### config.mk
export PLATFORM = sky130hd
export DESIGN_NAME = vga_timing_gen
export DESIGN_NICKNAME = d
export VERILOG_FILES = /design/src/rtl/vga_timing_pkg.sv /design/src/rtl/vga_axis_counter.sv /design/src/rtl/vga_timing_gen.sv
export SDC_FILE = /design/constraint.sdc
export NUM_CORES = 1
export LEC_CHECK = 0
export BUFFER_PORTS_ARGS = -buffer_cell sky130_fd_sc_hd__buf_2
export CORE_MARGIN = 2
export CORE_UTILIZATION = 55
export DETAILED_ROUTE_END_ITERATION = 10
export PLACE_DENSITY = 0.78
export SLEW_MARGIN = 20
export SYNTH_ARGS = -nofsm -noshare
export SYNTH_HDL_FRONTEND = slang
export SYNTH_SLANG_ARGS = --single-unit
export TNS_END_PERCENT = 10
### constraint.sdc
create_clock -name clk -period 3.65 [get_ports clk]
set_clock_uncertainty 0.15 [all_clocks]
set_input_delay 0.5475 -clock clk [delete_from_list [all_inputs] [get_ports clk]]
set_output_delay 0.5475 -clock clk [all_outputs]
set_load 0.01 [all_outputs]
### src/rtl/vga_timing_pkg.sv
// Shared constants and helpers for the VGA raster timing generator.
// Defaults describe a 640x480 frame driven from a 50 MHz system clock.
package vga_timing_pkg;

    localparam int unsigned DEF_H_PULSE = 192;
    localparam int unsigned DEF_H_BP    = 96;
    localparam int unsigned DEF_H_DISP  = 1280;
    localparam int unsigned DEF_H_FP    = 32;
    localparam int unsigned DEF_V_PULSE = 2;
    localparam int unsigned DEF_V_BP    = 29;
    localparam int unsigned DEF_V_DISP  = 480;
    localparam int unsigned DEF_V_FP    = 10;
    localparam int unsigned DEF_H_DIV   = 10;
    localparam int unsigned DEF_V_DIV   = 5;
    localparam int unsigned DEF_HPIX_W  = 7;
    localparam int unsigned DEF_VPIX_W  = 7;

    function automatic int unsigned axis_total(input int unsigned pulse, input int unsigned bp,
                                               input int unsigned disp, input int unsigned fp);
        return pulse + bp + disp + fp;
    endfunction

    function automatic int unsigned h_total(input int unsigned pulse, input int unsigned bp,
                                            input int unsigned disp, input int unsigned fp);
        return axis_total(pulse, bp, disp, fp);
    endfunction

    function automatic int unsigned v_total(input int unsigned pulse, input int unsigned bp,
                                            input int unsigned disp, input int unsigned fp);
        return axis_total(pulse, bp, disp, fp);
    endfunction

    // Bits needed to hold 0..n-1, never less than one.
    function automatic int unsigned cnt_width(input int unsigned n);
        return (n < 2) ? 1 : $clog2(n);
    endfunction

    localparam int unsigned DEF_H_TOTAL = h_total(DEF_H_PULSE, DEF_H_BP, DEF_H_DISP, DEF_H_FP);
    localparam int unsigned DEF_V_TOTAL = v_total(DEF_V_PULSE, DEF_V_BP, DEF_V_DISP, DEF_V_FP);

endpackage

### src/rtl/vga_axis_counter.sv
// One raster axis: position counter with sync, active window, divided pixel index
// and wrap strobe. All outputs are registered and decode the current position.
module vga_axis_counter
    import vga_timing_pkg::*;
#(
    parameter int unsigned PULSE = DEF_H_PULSE,
    parameter int unsigned BP    = DEF_H_BP,
    parameter int unsigned DISP  = DEF_H_DISP,
    parameter int unsigned FP    = DEF_H_FP,
    parameter int unsigned DIV   = DEF_H_DIV,
    parameter int unsigned PIX_W = DEF_HPIX_W,
    parameter bit          POL   = 1'b0
) (
    input  logic             clk,
    input  logic             resetbutton,
    input  logic             step,
    input  logic             qual,
    output logic             sync,
    output logic             active,
    output logic [PIX_W-1:0] pix,
    output logic             wrap,
    output logic             wrap_next
);

    localparam int unsigned TOTAL = axis_total(PULSE, BP, DISP, FP);
    localparam int unsigned CW    = cnt_width(TOTAL);
    localparam int unsigned SW    = cnt_width(DIV);

    localparam logic [CW-1:0] LAST      = CW'(TOTAL - 1);
    localparam logic [CW-1:0] PULSE_END = CW'(PULSE);
    localparam logic [CW-1:0] ACT_START = CW'(PULSE + BP);
    localparam logic [CW-1:0] ACT_END   = CW'(PULSE + BP + DISP);
    localparam logic [SW-1:0] SUB_LAST  = SW'(DIV - 1);

    generate
        if (PULSE == 0 || BP == 0 || DISP == 0 || FP == 0) begin : g_bad_zero
            $error("vga_axis_counter: pulse and porch widths must be non-zero");
        end
        if (DIV == 0) begin : g_bad_div
            $error("vga_axis_counter: divider must be non-zero");
        end else if (DISP % DIV != 0) begin : g_bad_mod
            $error("vga_axis_counter: active width not divisible by divider");
        end else if (64'(DISP / DIV) > (64'd1 << PIX_W)) begin : g_bad_pix
            $error("vga_axis_counter: pixel index width too small");
        end
    endgenerate

    logic [CW-1:0]    cnt_reg, cnt_next;
    logic [SW-1:0]    sub_reg, sub_next;
    logic [PIX_W-1:0] pix_reg, pix_next;
    logic             act_next;

    always_comb begin
        wrap_next = step && (cnt_reg == LAST);
        cnt_next  = cnt_reg;
        sub_next  = sub_reg;
        pix_next  = pix_reg;
        if (step) begin
            cnt_next = (cnt_reg == LAST) ? '0 : cnt_reg + CW'(1);
        end
        act_next = (cnt_next >= ACT_START) && (cnt_next < ACT_END);
        // The index restarts on the first active position and only moves while
        // inside the window, so it never overflows within one pass.
        if (step) begin
            if (cnt_next == ACT_START) begin
                sub_next = '0;
                pix_next = '0;
            end else if (act_next) begin
                if (sub_reg == SUB_LAST) begin
                    sub_next = '0;
                    pix_next = pix_reg + PIX_W'(1);
                end else begin
                    sub_next = sub_reg + SW'(1);
                end
            end
        end
    end

    always_ff @(posedge clk or posedge resetbutton) begin
        if (resetbutton) begin
            cnt_reg <= '0;
            sub_reg <= '0;
            pix_reg <= '0;
            sync    <= POL;
            active  <= 1'b0;
            pix     <= '0;
            wrap    <= 1'b0;
        end else begin
            wrap <= wrap_next;
            if (step) begin
                cnt_reg <= cnt_next;
                sub_reg <= sub_next;
                pix_reg <= pix_next;
                sync    <= (cnt_next < PULSE_END) ? POL : ~POL;
                active  <= act_next & qual;
                pix     <= (act_next & qual) ? pix_next : '0;
            end
        end
    end

endmodule

### src/rtl/vga_timing_gen.sv
// VGA raster timing generator: horizontal and vertical axes, active-video window,
// logical pixel coordinates and line/frame strobes, all registered and skew-free.
module vga_timing_gen
    import vga_timing_pkg::*;
#(
    parameter int unsigned H_PULSE   = DEF_H_PULSE,
    parameter int unsigned H_BP      = DEF_H_BP,
    parameter int unsigned H_DISP    = DEF_H_DISP,
    parameter int unsigned H_FP      = DEF_H_FP,
    parameter int unsigned V_PULSE   = DEF_V_PULSE,
    parameter int unsigned V_BP      = DEF_V_BP,
    parameter int unsigned V_DISP    = DEF_V_DISP,
    parameter int unsigned V_FP      = DEF_V_FP,
    parameter int unsigned H_DIV     = DEF_H_DIV,
    parameter int unsigned V_DIV     = DEF_V_DIV,
    parameter int unsigned HPIX_W    = DEF_HPIX_W,
    parameter int unsigned VPIX_W    = DEF_VPIX_W,
    parameter bit          HSYNC_POL = 1'b0,
    parameter bit          VSYNC_POL = 1'b0
) (
    input  logic              clk,
    input  logic              resetbutton,
    input  logic              en,
    output logic              VGA_HSYNC,
    output logic              VGA_VSYNC,
    output logic [HPIX_W-1:0] HPIXEL,
    output logic [VPIX_W-1:0] VPIXEL,
    output logic              display_en,
    output logic              line_start,
    output logic              frame_start
);

    logic h_wrap_next;
    logic v_active;
    logic v_wrap_next_unused;

    // The vertical active flag only changes on the edge where the horizontal axis
    // returns to 0 (outside its window), so its registered value is a safe qualifier.
    vga_axis_counter #(
        .PULSE (H_PULSE),
        .BP    (H_BP),
        .DISP  (H_DISP),
        .FP    (H_FP),
        .DIV   (H_DIV),
        .PIX_W (HPIX_W),
        .POL   (HSYNC_POL)
    ) u_h_axis (
        .clk         (clk),
        .resetbutton (resetbutton),
        .step        (en),
        .qual        (v_active),
        .sync        (VGA_HSYNC),
        .active      (display_en),
        .pix         (HPIXEL),
        .wrap        (line_start),
        .wrap_next   (h_wrap_next)
    );

    // A vertical wrap can only coincide with a horizontal wrap, so its strobe is frame_start.
    vga_axis_counter #(
        .PULSE (V_PULSE),
        .BP    (V_BP),
        .DISP  (V_DISP),
        .FP    (V_FP),
        .DIV   (V_DIV),
        .PIX_W (VPIX_W),
        .POL   (VSYNC_POL)
    ) u_v_axis (
        .clk         (clk),
        .resetbutton (resetbutton),
        .step        (h_wrap_next),
        .qual        (1'b1),
        .sync        (VGA_VSYNC),
        .active      (v_active),
        .pix         (VPIXEL),
        .wrap        (frame_start),
        .wrap_next   (v_wrap_next_unused)
    );

endmodule

### Word level (Yosys, flattened, before mapping)

Index checks and enable logic that the tools add are counted.

| word-level totals | value |
|---|---|
| output and inout bits | 19 |
| flip-flop bits (word level) | 62 |
| word-level logic and storage cells | 61 |

| operators by class | value |
|---|---|
| reductions and logical operators | 8 |
| eq/ne operators | 6 |
| muxes and demuxes | 20 |
| bitwise operators | 1 |
| order comparisons | 6 |
| $add $sub $neg | 6 |

Operators with widths:

| kind | number |
|---|---|
| 7-bit 2-to-1 mux | 8 |
| 11-bit 2-to-1 mux | 2 |
| 10-bit 2-to-1 mux | 2 |
| 7-bit by 1-bit adder with 7-bit output, second input constant | 2 |
| 4-bit 2-to-1 mux | 3 |
| 11-bit by 1-bit adder with 11-bit output, second input constant | 1 |
| 11-bit == test, second input constant | 1 |
| 11-bit by 9-bit == test with 1-bit output, second input constant | 1 |
| 11-bit by 9-bit greater-or-equal comparator with 1-bit output, second input constant | 1 |
| 11-bit less-than comparator, second input constant | 1 |
| 11-bit by 8-bit less-than comparator with 1-bit output, second input constant | 1 |
| 10-bit by 1-bit adder with 10-bit output, second input constant | 1 |
| 10-bit == test, second input constant | 1 |
| 10-bit by 5-bit == test with 1-bit output, second input constant | 1 |
| 10-bit by 5-bit greater-or-equal comparator with 1-bit output, second input constant | 1 |
| 10-bit by 2-bit less-than comparator with 1-bit output, second input constant | 1 |
| 10-bit by 9-bit less-than comparator with 1-bit output, second input constant | 1 |
| 3-bit 2-to-1 mux | 3 |
| 4-bit by 1-bit adder with 4-bit output, second input constant | 1 |
| 4-bit == test, second input constant | 1 |
| 1-bit logical AND | 4 |
| 2-bit AND reduction | 2 |
| 2-bit nonzero test | 2 |
| 3-bit by 1-bit adder with 3-bit output, second input constant | 1 |
| 3 further kinds | 4 |

### Longest topological paths before layout

Gate-level depths: netlist of the first run.

| depth | value |
|---|---|
| word-level depth | 8 |
| gate-level depth with buffers | 12 |

### Cells and area by module

Synthesis of the first run repeated with hierarchy kept, for this count alone.

| second synthesis, totals | value |
|---|---|
| cell total of the unflattened synthesis | 400 |
| area total of the unflattened synthesis | 3890.0 µm² |

By module, submodules not included:

| module | times used | sequential area each (µm²) | cells an instance | area each (µm²) |
|---|---|---|---|---|
| vga_axis_counter (u_h_axis) | 1 | 800.8 | 209 | 1981.9 |
| vga_axis_counter (u_v_axis) | 1 | 750.7 | 190 | 1904.3 |
| vga_timing_gen | 1 | 0.0 | 1 | 3.8 |

### Worst setup path after synthesis of the first run

No wires, ideal clock.

| timing path | value |
|---|---|
| path kind | input port to flip-flop |
| start | in en |
| end | reg u_v_axis.sub_reg[1] |
| stages on the path | 12 |
| arrival | 2.876 ns |
| setup slack | 0.502 ns |
| cells stage by stage | buf_4 nand3_2 or4_4 buf_6 inv_2 buf_6 nand3_1 xnor2_1 and4_1 buf_6 or4_4 a32o_1 |

| between the ends | value |
|---|---|
| cells in the longest elaborated chain, start to end | 6 |
| elaborated cells on any way between the ends | 9 |

Ends and longest elaborated chain:

| item | RTL line | source |
|---|---|---|
| start: declaration | vga_timing_gen.sv:23 | `input logic en,` |
| 1-bit logical AND * | vga_axis_counter.sv:54 | `wrap_next = step && (cnt_reg == LAST);` |
| 10-bit 2-to-1 mux | vga_axis_counter.sv:58 | `if (step) begin` |
| 10-bit by 5-bit greater-or-equal comparator with 1-bit output / 10-bit by 9-bit less-than comparator with 1-bit output (equally long branches) | vga_axis_counter.sv:61 | `act_next = (cnt_next >= ACT_START) && (cnt_next < ACT_END);` |
| 1-bit logical AND | vga_axis_counter.sv:61 |  |
| 2-bit nonzero test (no line) | -- |  |
| 2-bit AND reduction (no line) | -- |  |
| end signal: assignment | vga_axis_counter.sv:92 | `sub_reg <= sub_next;` |
| end: declaration | vga_axis_counter.sv:49 | `logic [SW-1:0] sub_reg, sub_next;` |

Every way passes the cells marked *; elsewhere a longest branch is shown, timed or not.
A chain may end at the register's enable or synchronous reset.

### Worst setup path after layout of the first run

| timing path | value |
|---|---|
| start | reg u_h_axis.cnt_reg[0] |
| end | reg u_v_axis.pix_reg[4] |

| between the ends | value |
|---|---|
| cells in the longest elaborated chain, start to end | 7 |
| elaborated cells on any way between the ends | 9 |

Ends and longest elaborated chain:

| item | RTL line | source |
|---|---|---|
| start: declaration | vga_axis_counter.sv:48 | `logic [CW-1:0] cnt_reg, cnt_next;` |
| start signal: assignment | vga_axis_counter.sv:91 | `cnt_reg <= cnt_next;` |
| 11-bit == test * | vga_axis_counter.sv:54 |  |
| 1-bit logical AND * | vga_axis_counter.sv:54 |  |
| 10-bit 2-to-1 mux | vga_axis_counter.sv:58 |  |
| 10-bit by 5-bit greater-or-equal comparator with 1-bit output / 10-bit by 9-bit less-than comparator with 1-bit output (equally long branches) | vga_axis_counter.sv:61 |  |
| 1-bit logical AND | vga_axis_counter.sv:61 |  |
| 7-bit 2-to-1 mux | vga_axis_counter.sv:68 | `end else if (act_next) begin` |
| 7-bit 2-to-1 mux | vga_axis_counter.sv:65 | `if (cnt_next == ACT_START) begin` |
| end signal: assignment | vga_axis_counter.sv:93 | `pix_reg <= pix_next;` |
| end: declaration | vga_axis_counter.sv:50 | `logic [PIX_W-1:0] pix_reg, pix_next;` |

Marks and branches as above.

==> results of run 1 <==
-- cell usage in the layout, fill, tap and decap left out, types with 12 or more instances in the layout --
master,count
dfrtp_1,62
nand2_1,41
nand3_1,26
nor2_1,22
o21ai_0,21
buf_2,21
inv_1,19
xnor2_1,19
a21oi_1,17
and3_1,13
a31oi_1,12
-- worst reg2reg max path, stage by stage (launching register included) --
cell and delay (ns):
dfrtp_1 0.35, ha_1 0.26, nand3_2 0.15, or4_4 0.67
inv_2 0.24, a21boi_0 0.20, o22ai_1 0.38, a211oi_2 0.13
nor3_1 0.52, a31oi_1 0.17
-- per-layer routing --
metal,part of all wire (%),vias to the layer above
li1,-,1524
met1,44,1550
met2,49,101
met3,5.0,16
met4,1.9,0
met5,0,-
-- report_power, final --
part	switching [mW]	internal (mW)	total, mW
sequential	0.0981	0.767	0.866
combinational	0.256	0.194	0.450
clock	0.291	0.385	0.676
total	0.645	1.35	1.99
-- cell families after synthesis --
logic type,count (synthesis)
and+or+nand+nor,153
AOI/OAI and AO/OA,106
DFF,62
buffers and inverters,46
xor gates and xnor gates,25
adders and majority gates,9
muxes,4
-- final cells by class --
type                            instances  area [um2]  area share, %
Inverter                               21        78.8           1.90
Multi-Input combinational cell        297        2020           48.7
Sequential cell                        62        1550           37.4
Tap cell                               80         100           2.41
Timing Repair Buffer                   31         180           4.34
Clock buffer                            9         124           2.98
Clock inverter                          7        96.3           2.32
-- metrics by stage --
step	total power [mW]	area (um2)	util (%)	hold slack (ns)
final	1.99	4150	61.4	0.182
after global routing	2.12	4150	61.4	0.237
after CTS	2.01	4150	61.4	0.195
after detailed placement	1.32	3930	58.2	0.315
after global placement	1.31	3930	58.2	0.309
after floorplan	1.22	3830	-	0.334
-- cell usage after synthesis, drive strengths merged, types with 3 or more instances --
| cell | n | share of area (%) |
|---|---|---|
| and4 | 4 | 0.92 |
| or4 | 3 | 0.88 |
| o31ai | 5 | 1.3 |
| and3 | 13 | 2.1 |
| a21oi | 17 | 2.2 |
| clkbuf | 9 | 0.88 |
| buf | 16 | 3.7 |
| ha | 9 | 2.9 |
| nand4 | 10 | 1.6 |
| and2 | 4 | 0.65 |
| nor3 | 10 | 1.6 |
| a211o | 7 | 1.6 |
| xnor2 | 20 | 4.8 |
| mux2i | 3 | 0.78 |
| o21ai | 23 | 3.3 |
| nand2 | 42 | 4.2 |
| dfrtp | 62 | 41 |
| inv | 21 | 2.1 |
| nand3 | 28 | 4.1 |
| or3 | 3 | 0.49 |
| o22ai | 3 | 0.49 |
| a211oi | 3 | 0.85 |
| xor2 | 5 | 1.1 |
| o41ai | 3 | 0.69 |
| nand2b | 4 | 0.65 |
| a31oi | 12 | 2.0 |
| nor2 | 22 | 2.2 |
| a22o | 7 | 1.6 |
| o2111a | 4 | 1.2 |
-- worst paths after layout --
check,start,slack [ns],cells after the start,to
worst min-delay path,resetbutton,0.18,2,u_v_axis.pix[2]
min in group clk,u_v_axis.pix[6],0.32,2,u_v_axis.pix[6]
max in group asynchronous,resetbutton,2.34,3,u_h_axis.sub_reg[3]
worst max-delay path,u_h_axis.cnt_reg[0],0.30,9,u_v_axis.pix_reg[4]
worst max register to register,u_h_axis.cnt_reg[0],0.30,9,u_v_axis.pix_reg[4]
worst min register to register,u_v_axis.pix[6],0.32,2,u_v_axis.pix[6]
==> out/qor.txt, run 1 <==
RePlAce Congestion: 0.925
Rows: 30
Via count: 3,191
CTS tree: done
IO Port Bufs: 21
Fin. max-slew vios: 0
Worst setup SP type: register
EDFF count, synth: 0
# fillers: 547
Root Driver: clkbuf_8
Worst Tran Pin Value: 0.772 ns
Status: finished clean
Post-synthesis sequential area ratio: 40.5%
Die width: 87.4 um
Syn_nets: 417
Clk sink count: 62
GRT busiest layer: met2
Vias in the first global route: 3,127
Simple-gate share of the synthesized area: 22.2%
Initial antenna violation count: 0
Met1 usage: 29.4%
Fmax: 298 MHz
Lkg Pwr: 1.88 nW
Detailed Routing Iterations Pass 1: 4
GR Util met3: 5.31%
Largest family of logic cells by synthesized area: simple AND/OR/NAND/NOR gates
Compound-gate portion of the synthesized area: 20.7%
WL/cell: 16.1 um
Worst path arrival time: 3.41 ns
Share of layout cells above drive strength 1: 15.9%
Crit-path cells: ha_1 -> nand3_2 -> or4_4 -> inv_2 -> a21boi_0 -> o22ai_1 -> a211oi_2 -> nor3_1 -> a31oi_1
Worst-Skew Late Latency: 0.34 ns
Clock tree buffer depth: 2
Initial Util: 56.6%
Number of diodes: 0
Mapped Area: 3830 um2
All-layer global routing usage: 23.4%
Critical Path RT: 3.71 ns
Clock slew at reported path FFs: 0.08 ns
Worst Path Max Fanout: 17
Adder-Cell Fraction of Synth Area: 2.94%
Max Cap Viol: 0
Dpl cells: 491
Io pins: 22
Fin cells: 507
Delay-heaviest family, CP: simple AND/OR/NAND/NOR gates
Synthesized area per cell: 9.45 um2
Area grow syn2layout: 8.47%
Tcrit/Tclk final: 91.9%
Routed Antenna Nets: 0
H-tree levels: 3
Height of the die: 87.4 um
Primary FF master, synth: dfrtp_1
First-pass GRT wire length: 14.2 mm
FFs w/ async S/R, synth: 100%
Cells after Synth: 405
# setup viols final: 0
Num CTS Buffers: 9
DRC violations left: 0
Hold buffer count at CTS: 0
Die area: 7640 um2
Power density over the cells: 480 nW/um2
Synth Register Bits: 62
Hold Path Class: in2async
Synth Area in XOR/XNOR: 5.92%
Final WL: 8.17 mm
Crit Path Category: reg2reg
Setup TNS: 0 ns
Nets: 434
CP max-delay cell: or4_4
Crit path buffers/inverters: 1
Max-slew headroom: 48.5%
Worst vdd ir: 304 uV
DRT iter0 DRCs: 125
Final hold violations: 0
Vias per inst: 6.29
Place WS: 0.347 ns
Largest net degree at the start of global routing: 38
Unrepaired setup endpoints after global routing: no
Setup Buffers After CTS: 0
Setup WS post-layout: 0.296 ns
Multiplexer area fraction after synthesis: 1.08%
Tmin final: 3.35 ns
CORE AREA: 6760 um2
Critical path capture point type: register
Met2 GRT Util: 37.8%
Synth cell types: 69
Congestion Overflow GR: 0
Post-CTS resize count: 0
Synth warn: 0
Post-DP HPWL: 5.55 mm
Largest stage delay on the critical path: 0.67 ns
Power figures use the tool's default switching activity.
==> inputs of run 2 (changes only) <==
- CORE_UTILIZATION: 55 -> 61
- PLACE_DENSITY: 0.78 -> 0.85
==> run 2 against run 1 <==
Sequential power up 2%; hold slack better by 0.010 ns; fmax down 3.4%; clock power down 6.2%; combinational power down 2%; via count up 1.3%; non-clock buffer count down 1; largest cell class unchanged; largest power group unchanged.
==> out/qor.txt, run 2 (synthesis results as in run 1) <==
Status: finished clean (unchanged)
Max Cap Viol: 0 (unchanged)
Crit-path cells: ha_1 -> nand3_2 -> or4_4 -> or4_4 -> a221oi_2 -> nand4_1 -> nand2_2 -> o21ai_0 (was ha_1 -> nand3_2 -> or4_4 -> inv_2 -> a21boi_0 -> o22ai_1 -> a211oi_2 -> nor3_1 -> a31oi_1)
IO Port Bufs: 21 (unchanged)
Top cell by count, worst path: or4_4
Commonest non-fill, non-tap cell in the layout: dfrtp_1 (unchanged)
Vias in the first global route: 3,126 (was 3,127)
Final WL: 8.42 mm (was 8.17 mm)
Io pins: 22 (unchanged)
Worst-Skew Late Latency: 0.35 ns (was 0.34 ns)
Place WS: 0.165 ns (was 0.347 ns)
Worst Tran Pin Value: 0.801 ns (was 0.772 ns)
# setup viols final: 0 (unchanged)
Critical path capture point type: register (unchanged)
Detailed Routing Iterations Pass 1: 5 (was 4)
CORE AREA: 5990 um2 (was 6760 um2)
Lkg Pwr: 1.87 nW (was 1.88 nW)
Number of diodes: 0 (unchanged)
All-layer global routing usage: 25.6% (was 23.4%)
Congestion Overflow GR: 0 (unchanged)
RePlAce Congestion: 0.898 (was 0.925)
Most frequent cells in the layout: dfrtp_1, nand2_1, nand3_1, nor2_1 (unchanged)
Final hold violations: 0 (unchanged)
Hold Path Class: in2async (unchanged)
DRC violations left: 0 (unchanged)
CP max-delay cell: or4_4 (unchanged)
Die area: 6920 um2 (was 7640 um2)
Unrepaired setup endpoints after global routing: no (unchanged)
Worst reg2reg path depth: 8 (was 9)
Fin. max-slew vios: 0 (unchanged)
Rows: 28 (was 30)
Nets: 433 (was 434)
Max-slew headroom: 46.5% (was 48.5%)
Worst vdd ir: 487 uV (was 304 uV)
H-tree levels: 3 (unchanged)
Critical Path RT: 3.73 ns (was 3.71 ns)
Area grow syn2layout: 7.98% (was 8.47%)
Crit Path Category: reg2reg (unchanged)
Met3 WL: 509 um (was 407 um)
Initial Util: 63.9% (was 56.6%)
Share of layout cells above drive strength 1: 16.2% (was 15.9%)
Power density over the cells: 475 nW/um2 (was 480 nW/um2)
Clock slew at reported path FFs: 0.08 ns (about the same)
Root Driver: clkbuf_8 (unchanged)
Via count: 3,234 (was 3,191)
Top layer in use: met4 (unchanged)
Die width: 83.2 um (was 87.4 um)
Height of the die: 83.2 um (was 87.4 um)
Tcrit/Tclk final: 95.1% (was 91.9%)
Metal1 wirelength: 3.51 mm (was 3.59 mm)
WL/cell: 16.8 um (was 16.1 um)
CTS tree: done (unchanged)
Hold buffer count at CTS: 0 (unchanged)
Fmax: 288 MHz (was 298 MHz)
Dpl cells: 485 (was 491)
FF-to-FF Start: u_h_axis.cnt_reg[1] (was u_h_axis.cnt_reg[0])
DRT iter0 DRCs: 194 (was 125)
Reg2Reg Setup Slack: 0.18 ns (was 0.30 ns)
Vias per inst: 6.46 (was 6.29)
Tmin final: 3.47 ns (was 3.35 ns)
Clk sink count: 62 (unchanged)
First-pass GRT wire length: 14.5 mm (was 14.2 mm)
Num CTS Buffers: 9 (unchanged)
# fillers: 457 (was 547)
Routed Antenna Nets: 0 (unchanged)
Worst setup SP type: register (unchanged)
Post-DP HPWL: 5.92 mm (was 5.55 mm)
Setup TNS: 0 ns (unchanged)
Routed wl met2: 4.20 mm (was 4.01 mm)
Largest net degree at the start of global routing: 39 (was 38)
Worst Path Max Fanout: 18 (was 17)
Clock tree buffer depth: 2 (unchanged)
Initial antenna violation count: 0 (unchanged)
Fin cells: 501 (was 507)
Worst path arrival time: 3.55 ns (was 3.41 ns)
Largest stage delay on the critical path: 0.68 ns (was 0.67 ns)
Setup WS post-layout: 0.177 ns (was 0.296 ns)
Critical R2R Capture: u_v_axis.pix[3] (was u_v_axis.pix_reg[4])
run 2: cell count changes in the layout (fill, tap and decap cells not counted), sizes merged:
cell,change
clkbuf,+1
buf,-1
clkinvlp,-1
bufinv,-1
inv,-1
clkinv,+2
run 2: worst max path at each step:
| stage | from | end | slack (ns) | cells after the start |
|---|---|---|---|---|
| 5_1_grt | u_h_axis.cnt_reg[1] | u_v_axis.sub_reg[1] | 0.03 | 9 |
| 4_1_cts | u_h_axis.cnt_reg[1] | u_v_axis.sub_reg[1] | 0.14 | 9 |
| 3_3_place_gp | u_h_axis.cnt_reg[1] | u_v_axis.sub_reg[1] | 0.29 | 9 |
| 6_report | u_h_axis.cnt_reg[1] | u_v_axis.pix[3] | 0.18 | 8 |
| 2_1_floorplan | en | u_v_axis.sub_reg[1] | 0.50 | 12 |
| 3_5_place_dp | u_h_axis.cnt_reg[1] | u_v_axis.sub_reg[1] | 0.17 | 9 |
run 2: final cells by class:
type                    instances  area (um2)  area share [%]
flip-flops and latches         62        1550            37.6
well taps                      75        93.8            2.27
clock inverters                 6        71.3            1.73
inverters                      21        78.8            1.91
repair buffers                 30         173            4.18
clock buffers                  10         138            3.33
multi-input cells             297        2020            49.0
run 2: stage by stage:
step,power [mW],util [%],area (um2),hold WS [ns]
floorplan,1.22,-,3830,0.334
global placement,1.30,65.4,3920,0.308
detailed placement,1.33,65.4,3920,0.316
CTS,1.96,68.9,4130,0.216
global route,2.07,69.0,4130,0.262
finish,1.96,69.0,4130,0.193
run 2: report_power, final:
group          total, mW  internal [mW]  switching (mW)  leakage (nW)
clock network      0.634          0.337           0.298        0.0987
registers          0.885          0.769           0.117         0.794
logic              0.441          0.188           0.253         0.979
total               1.96           1.29           0.667          1.87
run 2: critical path, delay by kind of cell (launching register included):
family	cells	cell delay [ns]
AOI/OAI and AO/OA	2	0.48
adders and majority gates	1	0.28
DFF	1	0.46
and+or+nand+nor	5	1.98
run 2: timing repair:
item | CTS | global route
setup endpoints to repair | 0 | 16
buffers inserted | 0 | 0
resized for setup | 0 | 2
run 2: metal layers:
layer	vias up	track usage, %
met5	-	0
met4	0	11.0
met3	27	5.96
met2	133	41.9
met1	1552	32.6
li1	1522	-
